==> config.mk <==
export PLATFORM = sky130hd
export DESIGN_NAME = instr_load_encoder_flat
export DESIGN_NICKNAME = d
export VERILOG_FILES = /design/src/rtl/mips_isa_pkg.sv /design/src/rtl/instr_load_encoder_if.sv /design/src/rtl/instr_word_encode.sv /design/src/rtl/instr_load_encoder.sv /design/src/flat_wrapper.sv
export SDC_FILE = /design/constraint.sdc
export NUM_CORES = 1
export LEC_CHECK = 0
export BUFFER_PORTS_ARGS = -buffer_cell sky130_fd_sc_hd__buf_2
export CORE_MARGIN = 2
export CORE_UTILIZATION = 49
export CTS_CLUSTER_SIZE = 16
export DETAILED_ROUTE_END_ITERATION = 10
export PLACE_DENSITY = 0.83
export SYNTH_ARGS = -nofsm -noshare
export SYNTH_HDL_FRONTEND = slang
export SYNTH_SLANG_ARGS = --single-unit
==> constraint.sdc <==
create_clock -name clk -period 2.26 [get_ports clk]
set_input_delay 0 -clock clk [delete_from_list [all_inputs] [get_ports clk]]
set_output_delay 0 -clock clk [all_outputs]
set_load 0.02 [all_outputs]
==> src/rtl/mips_isa_pkg.sv <==
// Shared MIPS ISA definitions for the program loader and the control decoder:
// mnemonic IDs, opcode/funct fields, loader FSM states, error codes and
// small word-packing helpers.
package mips_isa_pkg;

  // Symbolic mnemonic IDs as delivered by the host; 18..31 are illegal
  typedef enum logic [4:0] {
    MN_ADD   = 5'd0,
    MN_SUB   = 5'd1,
    MN_AND   = 5'd2,
    MN_OR    = 5'd3,
    MN_XOR   = 5'd4,
    MN_SLT   = 5'd5,
    MN_JR    = 5'd6,
    MN_ADDI  = 5'd7,
    MN_ADDIU = 5'd8,
    MN_ORI   = 5'd9,
    MN_LUI   = 5'd10,
    MN_LW    = 5'd11,
    MN_SW    = 5'd12,
    MN_BEQ   = 5'd13,
    MN_BGEZ  = 5'd14,
    MN_BGTZ  = 5'd15,
    MN_J     = 5'd16,
    MN_JAL   = 5'd17
  } mnem_e;

  // Primary opcodes
  localparam logic [5:0] OP_RTYPE  = 6'b000000;
  localparam logic [5:0] OP_REGIMM = 6'b000001;
  localparam logic [5:0] OP_J      = 6'b000010;
  localparam logic [5:0] OP_JAL    = 6'b000011;
  localparam logic [5:0] OP_BEQ    = 6'b000100;
  localparam logic [5:0] OP_BGTZ   = 6'b000111;
  localparam logic [5:0] OP_ADDI   = 6'b001000;
  localparam logic [5:0] OP_ADDIU  = 6'b001001;
  localparam logic [5:0] OP_ORI    = 6'b001101;
  localparam logic [5:0] OP_LUI    = 6'b001111;
  localparam logic [5:0] OP_LW     = 6'b100011;
  localparam logic [5:0] OP_SW     = 6'b101011;

  // R-type function codes
  localparam logic [5:0] FN_JR  = 6'b001000;
  localparam logic [5:0] FN_ADD = 6'b100000;
  localparam logic [5:0] FN_SUB = 6'b100010;
  localparam logic [5:0] FN_AND = 6'b100100;
  localparam logic [5:0] FN_OR  = 6'b100101;
  localparam logic [5:0] FN_XOR = 6'b100110;
  localparam logic [5:0] FN_SLT = 6'b101010;

  // REGIMM rt selector that turns opcode 000001 into bgez
  localparam logic [4:0] RT_BGEZ = 5'b00001;

  // Loader FSM states
  typedef enum logic [1:0] {
    ST_IDLE  = 2'd0,
    ST_LOAD  = 2'd1,
    ST_DONE  = 2'd2,
    ST_ERROR = 2'd3
  } ld_state_e;

  // Error codes reported on err_code
  localparam logic [1:0] ERR_NONE    = 2'b00;
  localparam logic [1:0] ERR_ILLEGAL = 2'b01;
  localparam logic [1:0] ERR_FULL    = 2'b10;

  // R-type packing with shamt fixed at zero
  function automatic logic [31:0] r_word(input logic [4:0] rs, input logic [4:0] rt,
                                         input logic [4:0] rd, input logic [5:0] funct);
    return {OP_RTYPE, rs, rt, rd, 5'd0, funct};
  endfunction

  // I-type packing
  function automatic logic [31:0] i_word(input logic [5:0] op, input logic [4:0] rs,
                                         input logic [4:0] rt, input logic [15:0] imm16);
    return {op, rs, rt, imm16};
  endfunction

  // J-type packing
  function automatic logic [31:0] j_word(input logic [5:0] op, input logic [25:0] target);
    return {op, target};
  endfunction

endpackage

==> src/rtl/instr_load_encoder_if.sv <==
// Symbolic instruction stream from the host into the loader (valid/ready).
interface instr_load_encoder_if;
  logic        in_valid;
  logic        in_ready;
  logic [4:0]  in_mnem;
  logic [4:0]  in_rs;
  logic [4:0]  in_rt;
  logic [4:0]  in_rd;
  logic [25:0] in_imm;
  logic        in_last;

  // Host side: drives the instruction, watches ready
  modport master (
    output in_valid, in_mnem, in_rs, in_rt, in_rd, in_imm, in_last,
    input  in_ready
  );

  // Loader side: consumes the instruction, drives ready
  modport slave (
    input  in_valid, in_mnem, in_rs, in_rt, in_rd, in_imm, in_last,
    output in_ready
  );
endinterface

==> src/rtl/instr_word_encode.sv <==
// Combinational encoder: symbolic instruction fields -> 32-bit MIPS word.
// Unused register fields of special forms are forced to their fixed values.
module instr_word_encode
  import mips_isa_pkg::*;
(
  input  logic [4:0]  in_mnem,
  input  logic [4:0]  in_rs,
  input  logic [4:0]  in_rt,
  input  logic [4:0]  in_rd,
  input  logic [25:0] in_imm,
  output logic [31:0] word,
  output logic        illegal
);

  logic [15:0] imm16;

  assign imm16 = in_imm[15:0];

  // Select the format and fixed fields from the mnemonic
  always_comb begin
    word    = '0;
    illegal = 1'b0;
    case (in_mnem)
      MN_ADD:   word = r_word(in_rs, in_rt, in_rd, FN_ADD);
      MN_SUB:   word = r_word(in_rs, in_rt, in_rd, FN_SUB);
      MN_AND:   word = r_word(in_rs, in_rt, in_rd, FN_AND);
      MN_OR:    word = r_word(in_rs, in_rt, in_rd, FN_OR);
      MN_XOR:   word = r_word(in_rs, in_rt, in_rd, FN_XOR);
      MN_SLT:   word = r_word(in_rs, in_rt, in_rd, FN_SLT);
      MN_JR:    word = r_word(in_rs, 5'd0, 5'd0, FN_JR);
      MN_ADDI:  word = i_word(OP_ADDI, in_rs, in_rt, imm16);
      MN_ADDIU: word = i_word(OP_ADDIU, in_rs, in_rt, imm16);
      MN_ORI:   word = i_word(OP_ORI, in_rs, in_rt, imm16);
      MN_LUI:   word = i_word(OP_LUI, 5'd0, in_rt, imm16);
      MN_LW:    word = i_word(OP_LW, in_rs, in_rt, imm16);
      MN_SW:    word = i_word(OP_SW, in_rs, in_rt, imm16);
      MN_BEQ:   word = i_word(OP_BEQ, in_rs, in_rt, imm16);
      MN_BGEZ:  word = i_word(OP_REGIMM, in_rs, RT_BGEZ, imm16);
      MN_BGTZ:  word = i_word(OP_BGTZ, in_rs, 5'd0, imm16);
      MN_J:     word = j_word(OP_J, in_imm);
      MN_JAL:   word = j_word(OP_JAL, in_imm);
      default:  illegal = 1'b1;
    endcase
  end

endmodule

==> src/rtl/instr_load_encoder.sv <==
// Program loader: accepts symbolic instructions, encodes them and writes
// them to consecutive IM addresses, then releases the core with cpu_run.
// An illegal mnemonic or running out of IM space parks the block in ERROR.
module instr_load_encoder
  import mips_isa_pkg::*;
#(
  parameter int IM_AW = 10
) (
  input  logic                clk,
  input  logic                rst,
  input  logic                start,
  instr_load_encoder_if.slave in_if,
  output logic                im_we,
  output logic [IM_AW-1:0]    im_addr,
  output logic [31:0]         im_wdata,
  output logic [IM_AW:0]      word_count,
  output logic                cpu_run,
  output logic                err,
  output logic [1:0]          err_code
);

  localparam logic [IM_AW:0]   COUNT_ONE = {{IM_AW{1'b0}}, 1'b1};
  localparam logic [IM_AW-1:0] LAST_ADDR = {IM_AW{1'b1}};

  ld_state_e   state_reg;
  logic        in_ready_reg;
  logic [31:0] enc_word;
  logic        enc_illegal;
  logic        accept;
  logic        at_last_addr;

  instr_word_encode u_encode (
    .in_mnem (in_if.in_mnem),
    .in_rs   (in_if.in_rs),
    .in_rt   (in_if.in_rt),
    .in_rd   (in_if.in_rd),
    .in_imm  (in_if.in_imm),
    .word    (enc_word),
    .illegal (enc_illegal)
  );

  // Ready is registered and only high in LOAD, so a terminating word
  // drops it in the same cycle the new state becomes visible.
  assign in_if.in_ready = in_ready_reg;
  assign accept         = in_if.in_valid & in_ready_reg;

  // The word count doubles as the next write address; it never reaches
  // 2^IM_AW while in LOAD, so the low bits alone identify the final slot.
  assign at_last_addr = (word_count[IM_AW-1:0] == LAST_ADDR);

  // Loader FSM with registered handshake, IM write port and status outputs
  always_ff @(posedge clk or negedge rst) begin
    if (!rst) begin
      state_reg    <= ST_IDLE;
      in_ready_reg <= 1'b0;
      im_we        <= 1'b0;
      im_addr      <= '0;
      im_wdata     <= '0;
      word_count   <= '0;
      cpu_run      <= 1'b0;
      err          <= 1'b0;
      err_code     <= ERR_NONE;
    end else begin
      im_we <= 1'b0;
      case (state_reg)
        ST_IDLE, ST_DONE, ST_ERROR: begin
          if (start) begin
            state_reg    <= ST_LOAD;
            in_ready_reg <= 1'b1;
            im_addr      <= '0;
            word_count   <= '0;
            cpu_run      <= 1'b0;
            err          <= 1'b0;
            err_code     <= ERR_NONE;
          end
        end
        ST_LOAD: begin
          if (accept) begin
            if (enc_illegal) begin
              // Illegal wins over in_last; nothing is written
              state_reg    <= ST_ERROR;
              in_ready_reg <= 1'b0;
              err          <= 1'b1;
              err_code     <= ERR_ILLEGAL;
            end else begin
              im_we      <= 1'b1;
              im_addr    <= word_count[IM_AW-1:0];
              im_wdata   <= enc_word;
              word_count <= word_count + COUNT_ONE;
              if (in_if.in_last) begin
                // A last word fitting the final slot is a clean finish
                state_reg    <= ST_DONE;
                in_ready_reg <= 1'b0;
                cpu_run      <= 1'b1;
              end else if (at_last_addr) begin
                state_reg    <= ST_ERROR;
                in_ready_reg <= 1'b0;
                err          <= 1'b1;
                err_code     <= ERR_FULL;
              end
            end
          end
        end
        default: begin
          state_reg    <= ST_IDLE;
          in_ready_reg <= 1'b0;
        end
      endcase
    end
  end

endmodule

==> src/flat_wrapper.sv <==
// flat-port wrapper written by rule: the top's interface ports become plain ports
module instr_load_encoder_flat import mips_isa_pkg::*;
#(
  parameter int IM_AW = 10
)
  (clk, rst, start, im_we, im_addr, im_wdata, word_count, cpu_run, err, err_code, in_if_in_valid, in_if_in_mnem, in_if_in_rs, in_if_in_rt, in_if_in_rd, in_if_in_imm, in_if_in_last, in_if_in_ready);
  instr_load_encoder_if in_if_i ();
  input  logic clk;
  input  logic rst;
  input  logic start;
  output logic im_we;
  output logic [IM_AW-1:0] im_addr;
  output logic [31:0] im_wdata;
  output logic [IM_AW:0] word_count;
  output logic cpu_run;
  output logic err;
  output logic [1:0] err_code;
  input wire logic [$bits(in_if_i.in_valid)-1:0] in_if_in_valid;
  input wire logic [$bits(in_if_i.in_mnem)-1:0] in_if_in_mnem;
  input wire logic [$bits(in_if_i.in_rs)-1:0] in_if_in_rs;
  input wire logic [$bits(in_if_i.in_rt)-1:0] in_if_in_rt;
  input wire logic [$bits(in_if_i.in_rd)-1:0] in_if_in_rd;
  input wire logic [$bits(in_if_i.in_imm)-1:0] in_if_in_imm;
  input wire logic [$bits(in_if_i.in_last)-1:0] in_if_in_last;
  output wire logic [$bits(in_if_i.in_ready)-1:0] in_if_in_ready;
  assign in_if_i.in_valid = in_if_in_valid;
  assign in_if_i.in_mnem = in_if_in_mnem;
  assign in_if_i.in_rs = in_if_in_rs;
  assign in_if_i.in_rt = in_if_in_rt;
  assign in_if_i.in_rd = in_if_in_rd;
  assign in_if_i.in_imm = in_if_in_imm;
  assign in_if_i.in_last = in_if_in_last;
  assign in_if_in_ready = in_if_i.in_ready;
  instr_load_encoder #(.IM_AW(IM_AW)) u_core (.clk(clk), .rst(rst), .start(start), .in_if(in_if_i), .im_we(im_we), .im_addr(im_addr), .im_wdata(im_wdata), .word_count(word_count), .cpu_run(cpu_run), .err(err), .err_code(err_code));
endmodule
==> impl_metrics.env, run 1 <==
export IMPL_seqPwrFrac_pct=37.5
export IMPL_cts_tree="done"
export IMPL_drv_slew=0
export IMPL_postSynthCellCount=292
export IMPL_grt_overflow=0
export IMPL_clockPowerShare_pct=21.0
export IMPL_peakVddDrop_mv=0.888
export IMPL_pwr_share_comb_pct=41.6
export IMPL_rsz0062_at_grt="false"
export IMPL_hp_class="primary input to register"
export IMPL_drt_initial_drc_count=227
export IMPL_largestRegisters="u_core.im_wdata (31), u_core.word_count (11), u_core.im_addr (10)"
export IMPL_grt_pass1_vias=2976
export IMPL_max_clock_freq_mhz=466
export IMPL_rows=28
export IMPL_syn_num_nets=344
export IMPL_hold_viol_final=0
export IMPL_cp_data_required_time_ns=2.49
export IMPL_antenna_diode_count=0
export IMPL_cp_max_fo=20
export IMPL_min_period_ns=2.15
export IMPL_p_leak_nw=2.06
export IMPL_maxSlewHeadroom_pct=48.4
export IMPL_yosysWarnings=0
export IMPL_crit_cells=5
export IMPL_min_from="in_if_in_imm[16]"
export IMPL_synth_cell_types=53
export IMPL_p_sw_share_pct=41.4
export IMPL_cts_sinks=60
export IMPL_gp_congestion=0.880
export IMPL_drt_wl_total_mm=9.16
export IMPL_cap_violations=0
export IMPL_status="complete, no violations"
export IMPL_avgSynthCellArea_sq_um=10.1
export IMPL_ys_ff_latch=60
export IMPL_cts_root_buffer="clkbuf_8"
export IMPL_worstMarginPinSlew_ns=0.769
export IMPL_antenna_found_initial=0
export IMPL_crit_path_start="u_core.state_reg[1]"
export IMPL_crit_buf_inv=1
export IMPL_place_port_buffers=108
export IMPL_max_stage_delay_ns=0.63
export IMPL_wl_per_cell_microns=17.7
export IMPL_die_area_sq_um=6630
export IMPL_insertion_delay_ns=0.34
export IMPL_seqCellArea_sq_um=1500
export IMPL_die_w_microns=81.4
export IMPL_dr_pass1_iters=5
export IMPL_fillers=420
export IMPL_setup_viol=0
export IMPL_hold_path_depth=3
export IMPL_holdWs_ns=0.0305
export IMPL_critPathKind="register to register"
export IMPL_r2r_start="u_core.state_reg[1]"
export IMPL_final_nets=490
export IMPL_cpLargestDelayFamily="simple AND/OR/NAND/NOR gates"
export IMPL_synth_seq_area_share_pct=51.1
export IMPL_p_int_mw=2.65
export IMPL_drc=0
export IMPL_grt_pass1_wl_mm=14.2
export IMPL_cts_setup_buffers=0
export IMPL_vias=3065
export IMPL_ys_async_sr_fraction_pct=100
export IMPL_place_hpwl_mm=5.47
export IMPL_arrival_ns=2.38
export IMPL_cts_buffers=9
export IMPL_skew_ns=0.00613
export IMPL_core_area_sq_um=5850
export IMPL_regMostFlops="u_core.im_wdata"
export IMPL_netlist_area_sq_um=2940
export IMPL_path_cells="and4b_1 > nand2_4 > a221oi_1 > dlygate4sd3_1 > nor2_1"
export IMPL_r2r_cells=5
export IMPL_ant_nets=0
export IMPL_tns_ns=0
export IMPL_synth_main_ff_cell="dfrtp_1"
export IMPL_start_util_pct=50.2
export IMPL_p_sw_mw=1.87
export IMPL_powerDensity_nw_per_um2=1100
export IMPL_final_common_cell="buf_2"
export IMPL_grt_total_usage_pct=28.6
export IMPL_start_kind="register"
export IMPL_period_share_pct=94.9
export IMPL_avgViaCountPerCell=5.93
export IMPL_area_growth_pct=40.1
export IMPL_path_clk_slew_ns=0.07
export IMPL_io_pins=110
export IMPL_layout_common_cells="buf_2 (108), dfrtp_1 (60), nor2_1 (42)"
export IMPL_endpoint_kind="register"
export IMPL_multi_input_area_sq_um=1300
export IMPL_htree_levels=3
export IMPL_postLayoutCoreUtil_pct=70.4
export IMPL_die_h_microns=81.4
export IMPL_synth_edf_count=0
export IMPL_grt_start_max_net_pins=35
export IMPL_slowest_stage="dlygate4sd3_1"
export IMPL_drive_above_1_share_pct=31.9
export IMPL_cts_max_path_buffers=2
export IMPL_largest_reg_flops=31
## timing repair
item,CTS,global route
endpoints found under the hold margin,57,0
hold buffers,40,0
setup endpoints to repair,0,8
gates resized for setup,0,1
## per-layer routing
| metal | part of all wire (%) | global-route usage, % | vias up |
|---|---|---|---|
| met2 | 51 | 48.8 | 183 |
| met5 | 0 | 0 | - |
| met4 | 3.2 | 14.4 | 0 |
| met3 | 8.2 | 6.15 | 34 |
| li1 | - | - | 1386 |
| met1 | 38 | 34.2 | 1462 |
## worst register-to-register path, cell delays in order, from the launching register on
cell and delay, ns:
dfrtp_1 0.41, and4b_1 0.42, nand2_4 0.20, a221oi_1 0.31, dlygate4sd3_1 0.63, nor2_1 0.06
## final timing paths
path                       slack (ns)                   end
max reg2reg                      0.11   u_core.im_wdata[22]
max                              0.11   u_core.im_wdata[22]
max in group asynchronous        1.24     u_core.im_addr[1]
min reg2reg                      0.48    u_core.im_wdata[2]
min in group asynchronous        0.27  u_core.word_count[4]
min                              0.03   u_core.im_wdata[16]
## metrics by stage
stage,instance area (sq um),worst slack (ns),power [mW],std cells
after floorplan,2940,0.605,2.81,292
after global placement,3520,0.563,3.36,462
after detailed placement,3520,0.454,3.42,462
after CTS,4110,0.158,4.46,517
after global routing,4120,0.0548,4.77,517
final,4120,0.115,4.52,517
## cells by family (layout without fill, tap and decap cells)
group           Yosys count  in the layout  synth area share (%)
xor+xnor                  2              2                 0.596
mux                       1              1                 0.383
flops                    60             60                  51.1
compound gates          101            101                  25.8
simple gates             95             95                  16.3
fa+ha+maj                 2              2                 0.766
buf+inv                  30            180                  4.90
other cells               1              1                 0.128
## final cells by class
| cell class | count | share of cell area [%] |
|---|---|---|
| Timing Repair Buffer | 156 | 24.3 |
| Clock inverter | 5 | 1.28 |
| Multi-Input combinational cell | 202 | 31.5 |
| Clock buffer | 10 | 3.34 |
| Sequential cell | 60 | 36.5 |
| Inverter | 9 | 0.820 |
| Tap cell | 75 | 2.28 |
## cell usage after synthesis, types with 3 or more instances
library cell	number	area, sq um
a21oi_1	15	75.1
nor3_1	5	25.0
buf_4	3	22.5
buf_2	10	50.1
inv_1	9	33.8
clkbuf_1	7	26.3
nand4_1	4	25.0
a221oi_1	14	123
o31ai_1	7	52.6
nor2_1	42	158
and3_1	3	18.8
nand3_1	6	30.0
nand2_1	12	45.0
o21ai_0	14	70.1
dfrtp_1	60	1500
a31oi_1	8	50.1
a22o_1	17	149
or4_1	4	30.0
a41o_1	3	30.0
nor2b_1	6	37.5
## power by group through the flow
stage | clock [mW] | combinational, mW | sequential, mW
after floorplan | 0 | 0.716 | 2.09
after global placement | 0 | 1.69 | 1.67
after detailed placement | 0 | 1.74 | 1.68
after CTS | 0.951 | 1.83 | 1.68
after global routing | 1.01 | 2.02 | 1.73
final | 0.949 | 1.88 | 1.70
(Power assumes the default switching activity.)
==> run 2: changes to the inputs <==
--- a/config.mk
+++ b/config.mk
@@ -6,11 +6,13 @@
 export NUM_CORES = 1
 export LEC_CHECK = 0
 export BUFFER_PORTS_ARGS = -buffer_cell sky130_fd_sc_hd__buf_2
+export CELL_PAD_IN_SITES_DETAIL_PLACEMENT = 0
+export CELL_PAD_IN_SITES_GLOBAL_PLACEMENT = 1
 export CORE_MARGIN = 2
-export CORE_UTILIZATION = 49
+export CORE_UTILIZATION = 36
 export CTS_CLUSTER_SIZE = 16
 export DETAILED_ROUTE_END_ITERATION = 10
-export PLACE_DENSITY = 0.83
+export PLACE_DENSITY = 0.82
 export SYNTH_ARGS = -nofsm -noshare
 export SYNTH_HDL_FRONTEND = slang
 export SYNTH_SLANG_ARGS = --single-unit
==> run 2 against run 1 <==
Against the previous run: sequential power is 2% lower; critical path type unchanged; total power is 4.6% lower; clock power is 15% lower; first-iteration DRC count is 37% lower; setup slack better by 0.064 ns; via count is 6.3% lower; routed wire length is 6.4% lower; hold slack worse by 0.0077 ns; register-to-register slack better by 0.06 ns; combinational power hardly changed.
==> impl_metrics.env, run 2 (synthesis gave the netlist of run 1 again) <==
export IMPL_status="complete, no violations"
export IMPL_dr_pass1_iters=4
export IMPL_place_hpwl_mm=5.67
export IMPL_setup_viol=0
export IMPL_final_area_sq_um=4140
export IMPL_grt_pass1_vias=2784
export IMPL_postLayoutCoreUtil_pct=53.0
export IMPL_period_share_pct=92.1
export IMPL_io_pins=110
export IMPL_min_period_ns=2.08
export IMPL_cp_data_required_time_ns=2.49
export IMPL_wl_per_cell_microns=15.8
export IMPL_rows=32
export IMPL_gr_max_usage_layer="met2"
export IMPL_cts_buffers=9
export IMPL_final_common_cell="buf_2"
export IMPL_drt_initial_drc_count=142
export IMPL_skew_ns=0.0102
export IMPL_antenna_diode_count=0
export IMPL_drc=0
export IMPL_insertion_delay_ns=0.34
export IMPL_grt_pass1_wl_mm=13.6
export IMPL_htree_levels=3
export IMPL_p_leak_nw=2.05
export IMPL_grt_start_max_net_pins=61
export IMPL_hp_class="primary input to register"
export IMPL_largestRegisters="u_core.im_wdata (31), u_core.word_count (11), u_core.im_addr (10)"
export IMPL_endpoint_kind="register"
export IMPL_core_area_sq_um=7810
export IMPL_die_area_sq_um=8900
export IMPL_start_kind="register"
export IMPL_gp_congestion=0.865
export IMPL_path_clk_slew_ns=0.06
export IMPL_start_util_pct=37.6
export IMPL_cts_root_buffer="clkbuf_8"
export IMPL_place_area_sq_um=3550
export IMPL_use_met3_pct=4.71
export IMPL_layout_common_cells="buf_2 (108), dfrtp_1 (60), nor2_1 (42)"
export IMPL_powerDensity_nw_per_um2=1040
export IMPL_drv_slew=0
export IMPL_drt_wl_total_mm=8.58
export IMPL_cts_max_path_buffers=2
export IMPL_arrival_ns=2.31
export IMPL_cts_setup_buffers=0
export IMPL_maxSlewHeadroom_pct=45.1
export IMPL_ant_nets=0
export IMPL_drive_above_1_share_pct=31.7
export IMPL_antenna_found_initial=0
export IMPL_cap_violations=0
export IMPL_final_nets=490
export IMPL_worstMarginPinSlew_ns=0.818
export IMPL_cts_tree="done"
export IMPL_cts_sinks=60
export IMPL_max_clock_freq_mhz=480
export IMPL_use_met1_pct=26.9
export IMPL_rsz0062_at_grt="false"
export IMPL_critPathKind="register to register"
export IMPL_vias=2873
export IMPL_cp_max_fo=30
export IMPL_avgViaCountPerCell=5.29
export IMPL_area_growth_pct=40.7
export IMPL_peakVddDrop_mv=0.591
export IMPL_largest_reg_flops=31
export IMPL_hold_viol_final=0
export IMPL_place_port_buffers=108
export IMPL_tns_ns=0
export IMPL_die_h_microns=94.4
export IMPL_grt_total_usage_pct=19.9
export IMPL_use_met2_pct=31.0
export IMPL_die_w_microns=94.4
export IMPL_grt_overflow=0
export IMPL_regMostFlops="u_core.im_wdata"
[run 2: area by class of cell]
class,count,area (sq um)
clock buffer,11,141
clock inverter,3,15.0
fill,705,3670
inverter,9,33.8
multi-input combinational,202,1310
sequential,60,1500
tap,102,128
timing repair buffer,156,1010
[run 2: critical path, stage by stage, from the launching register on]
cell           delay [ns]
dfrtp_1              0.41
and4b_2              0.38
nand2_4              0.11
buf_8                0.20
a221oi_1             0.23
dlygate4sd3_1        0.59
nor2_1               0.04
[run 2: stage by stage]
stage / worst slack, ns / cells / hold slack (ns) / power (mW)
6_report: 0.179 / 543 / 0.0229 / 4.32
5_1_grt: 0.0556 / 543 / 0.0824 / 4.62
3_5_place_dp: 0.525 / 488 / 0.205 / 3.43
2_1_floorplan: 0.605 / 292 / -0.296 / 2.81
4_1_cts: 0.0582 / 543 / 0.0142 / 4.33
3_3_place_gp: 0.585 / 488 / 0.196 / 3.40
[run 2: final timing paths]
path / startpoint / end / slack [ns] / cells after the start
hold / removal: in_if_in_imm[0] / u_core.im_wdata[0] / 0.02 / 4
setup / recovery: u_core.state_reg[1] / u_core.im_wdata[20] / 0.18 / 6
hold reg to reg: u_core.im_wdata[1] / u_core.im_wdata[1] / 0.49 / 2
setup reg to reg: u_core.state_reg[1] / u_core.im_wdata[20] / 0.18 / 6
min in group asynchronous: rst / u_core.word_count[6] / 0.35 / 3
max in group asynchronous: rst / u_core.im_wdata[8] / 1.41 / 3
[run 2: what timing repair did]
action                                  4_1_cts  5_1_grt
endpoints found under the setup margin        0        6
hold buffers                                 41        0
hold endpoints to repair                     86        0
resized for setup                             0        5
[run 2: routing by layer]
layer	vias up	wire length (microns)
met4	0	175
met3	14	417
li1	1390	-
met5	-	0
met2	94	4130
met1	1375	3850
[run 2: where the power goes]
part	internal, mW	switching, mW
registers	1.44	0.228
logic	0.688	1.16
clock network	0.410	0.397
==> run 3: changes to the inputs <==
--- a/config.mk
+++ b/config.mk
@@ -5,14 +5,15 @@
 export SDC_FILE = /design/constraint.sdc
 export NUM_CORES = 1
 export LEC_CHECK = 0
+export ABC_AREA = 1
 export BUFFER_PORTS_ARGS = -buffer_cell sky130_fd_sc_hd__buf_2
 export CELL_PAD_IN_SITES_DETAIL_PLACEMENT = 0
 export CELL_PAD_IN_SITES_GLOBAL_PLACEMENT = 1
 export CORE_MARGIN = 2
-export CORE_UTILIZATION = 36
+export CORE_UTILIZATION = 37
 export CTS_CLUSTER_SIZE = 16
 export DETAILED_ROUTE_END_ITERATION = 10
-export PLACE_DENSITY = 0.82
+export PLACE_DENSITY = 0.83
 export SYNTH_ARGS = -nofsm -noshare
 export SYNTH_HDL_FRONTEND = slang
 export SYNTH_SLANG_ARGS = --single-unit
==> run 3 against run 2 <==
Against the previous run: critical path type unchanged; via count up 4.5%; routed wire length shrank 4.0%; maximum frequency grew 3.4%; cell area rose by 5.7%; core utilization shrank 2.9 points; hold slack lost 0.015 ns; clock-buffer cell count is 2 higher.
==> impl_metrics.env, run 3 <==
export IMPL_ys_async_sr_fraction_pct=100
export IMPL_drc=0
export IMPL_worst_hold_path_endpoint="u_core.im_wdata[16]"
export IMPL_largestRegisters="u_core.im_wdata (31), u_core.word_count (11), u_core.im_addr (10)"
export IMPL_place_port_buffers=108
export IMPL_vias=3003
export IMPL_grt_pass1_vias=2908
export IMPL_crit_buf_inv=0
export IMPL_yosysTopAreaCell="dfrtp_1"
export IMPL_start_util_pct=38.2
export IMPL_antenna_diode_count=0
export IMPL_fillers=848
export IMPL_yosysWarnings=0
export IMPL_synth_area_mux_share_pct=0
export IMPL_cp_max_fo=8
export IMPL_syn_num_nets=446
export IMPL_powerDensity_nw_per_um2=958
export IMPL_r2r_start="u_core.word_count[0]"
export IMPL_min_period_ns=2.01
export IMPL_endpoint_kind="register"
export IMPL_die_h_microns=98.9
export IMPL_max_clock_freq_mhz=497
export IMPL_skew_ns=0.00782
export IMPL_synthSimpleGateAreaFrac_pct=28.3
export IMPL_seqCellArea_sq_um=1500
export IMPL_cts_setup_buffers=0
export IMPL_place_area_sq_um=3920
export IMPL_drt_initial_drc_count=110
export IMPL_setup_viol=0
export IMPL_path_cells="ha_1 > nand3_1 > nor3_1 > nand3_1 > o211ai_1 > nand2_1 > nand2_1 > nand2_1"
export IMPL_synth_top_cell_area_share_pct=45.1
export IMPL_core_area_sq_um=8720
export IMPL_regMostFlops="u_core.im_wdata"
export IMPL_antenna_found_initial=0
export IMPL_path_clk_slew_ns=0.07
export IMPL_insertion_delay_ns=0.34
export IMPL_cts_tree="done"
export IMPL_area_growth_pct=31.3
export IMPL_start_kind="register"
export IMPL_place_hpwl_mm=5.95
export IMPL_critPathKind="register to register"
export IMPL_yosys_top_cells_area="dfrtp_1 (45%), nand2_1 (12%), o21ai_2 (8.9%), nand2_2 (4.1%), nor2_1 (3.5%)"
export IMPL_grt_overflow=0
export IMPL_synth_main_ff_cell="dfrtp_1"
export IMPL_synth_adder_area_share_pct=0.376
export IMPL_rows=34
export IMPL_synth_cell_types=35
export IMPL_min_from="in_if_in_rt[0]"
export IMPL_synth_most_common_cell="nand2_1"
export IMPL_synthTopCellsByCount="nand2_1 (109), dfrtp_1 (60), o21ai_2 (34)"
export IMPL_wl_per_cell_microns=12.8
export IMPL_grt_total_usage_pct=17.3
export IMPL_hp_class="primary input to register"
export IMPL_ys_ff_latch=60
export IMPL_dr_pass1_iters=4
export IMPL_final_area_sq_um=4370
export IMPL_synth_compound_area_share_pct=15.4
export IMPL_rrSetupSlack_ns=0.25
export IMPL_synth_top_family_by_area="simple AND/OR/NAND/NOR gates"
export IMPL_largest_reg_flops=31
export IMPL_avgViaCountPerCell=4.66
export IMPL_hold_viol_final=0
export IMPL_htree_levels=3
export IMPL_cts_max_path_buffers=2
export IMPL_cts_root_buffer="clkbuf_8"
export IMPL_postSynthCellCount=394
export IMPL_drv_slew=0
export IMPL_cpLargestDelayFamily="simple AND/OR/NAND/NOR gates"
export IMPL_peakVddDrop_mv=0.416
export IMPL_max_stage_delay_ns=0.47
export IMPL_synth_xor_area_share_pct=2.10
export IMPL_grt_pass1_wl_mm=13.7
export IMPL_status="complete, no violations"
export IMPL_crit_top_cell="nand2_1"
export IMPL_cap_violations=0
export IMPL_r2r_cells=8
export IMPL_slowest_stage="dfrtp_1"
export IMPL_total_power_mw=4.19
export IMPL_tns_ns=0
export IMPL_worstMarginPinSlew_ns=0.766
export IMPL_netlist_area_sq_um=3330
export IMPL_layout_common_cells="nand2_1 (109), buf_2 (108), dfrtp_1 (60)"
export IMPL_synth_edf_count=0
export IMPL_multi_input_area_sq_um=1540
export IMPL_io_pins=110
export IMPL_drt_wl_total_mm=8.23
export IMPL_cp_data_required_time_ns=2.49
export IMPL_cts_buffers=9
export IMPL_ant_nets=0
export IMPL_die_area_sq_um=9770
export IMPL_hold_path_depth=5
export IMPL_final_nets=585
export IMPL_p_leak_nw=2.37
export IMPL_gp_congestion=0.856
export IMPL_grt_start_max_net_pins=61
export IMPL_die_w_microns=98.9
export IMPL_avgSynthCellArea_sq_um=8.45
export IMPL_synth_seq_area_share_pct=45.1
export IMPL_cts_sinks=60
export IMPL_maxSlewHeadroom_pct=48.9
export IMPL_rsz0062_at_grt="false"
export IMPL_arrival_ns=2.25
export IMPL_period_share_pct=89.1
export IMPL_final_common_cell="nand2_1"
export IMPL_drive_above_1_share_pct=37.6
export IMPL_reg2reg_to="u_core.err_code[0]"
run 3: cell count changes after synthesis, sizes merged, moves of 6 or more:
cell,previous run,this run
nand2,14,135
o21ai,14,46
inv,9,34
a22o,17,0
a221oi,14,0
nand3,6,20
a31oi,8,0
o31ai,8,0
xor2,0,8
nor2b,6,0
run 3: worst max-delay path by stage:
| stage | to | depth (start not counted) | start | slack [ns] |
|---|---|---|---|---|
| floorplan | u_core.err | 8 | u_core.word_count[0] | 0.39 |
| global placement | u_core.err_code[1] | 8 | u_core.word_count[0] | 0.37 |
| detailed placement | u_core.err_code[0] | 8 | u_core.word_count[0] | 0.25 |
| CTS | u_core.err_code[0] | 8 | u_core.word_count[0] | 0.23 |
| global route | u_core.err | 8 | u_core.word_count[0] | 0.03 |
| finish | u_core.err_code[0] | 8 | u_core.word_count[0] | 0.25 |
run 3: per-stage QoR:
stage               setup slack, ns  hold slack, ns  util (%)  cells
finish                        0.247         0.00807      50.1    645
global route                 0.0252          0.0245      50.1    645
CTS                           0.234         0.00109      50.1    645
detailed placement            0.251           0.214      44.9    603
global placement              0.370           0.207      44.9    603
floorplan                     0.385          -0.296         -    394
run 3: tightest hold or removal path, stage by stage:
cell and delay, ns:
buf_2 0.07, nand2_1 0.05, nand3_1 0.08, nand2_1 0.05
nand2_1 0.05
run 3: layout make-up:
type / instances / share of cell area, %
multi-input cells: 285 / 35.3
flip-flops and latches: 60 / 34.3
repair buffers: 142 / 20.0
clock buffers: 13 / 3.41
well taps: 108 / 3.09
inverters: 35 / 3.06
clock inverters: 2 / 0.801
run 3: layer usage:
layer / up-vias / global-route usage, % / wire length, microns
li1: 1551 / - / -
met1: 1379 / 23.0 / 3870
met2: 60 / 27.3 / 3850
met3: 13 / 4.47 / 380
met4: 0 / 6.11 / 134
met5: - / 0 / 0
run 3: where the power goes:
group / switching, mW / internal (mW) / total (mW)
Clock: 0.407 / 0.533 / 0.941
Sequential: 0.183 / 1.37 / 1.55
Combinational: 1.12 / 0.575 / 1.70
Total: 1.71 / 2.47 / 4.19
run 3: cell families after synthesis:
family          Yosys count
xor+xnor                  8
buf+inv                  49
flops                    60
compound gates           71
simple gates            204
fa+ha+maj                 1
other cells               1
run 3: timing repair:
action,CTS,global route
endpoints found under the hold margin,86,0
resized for setup,0,0
hold buffers,27,0
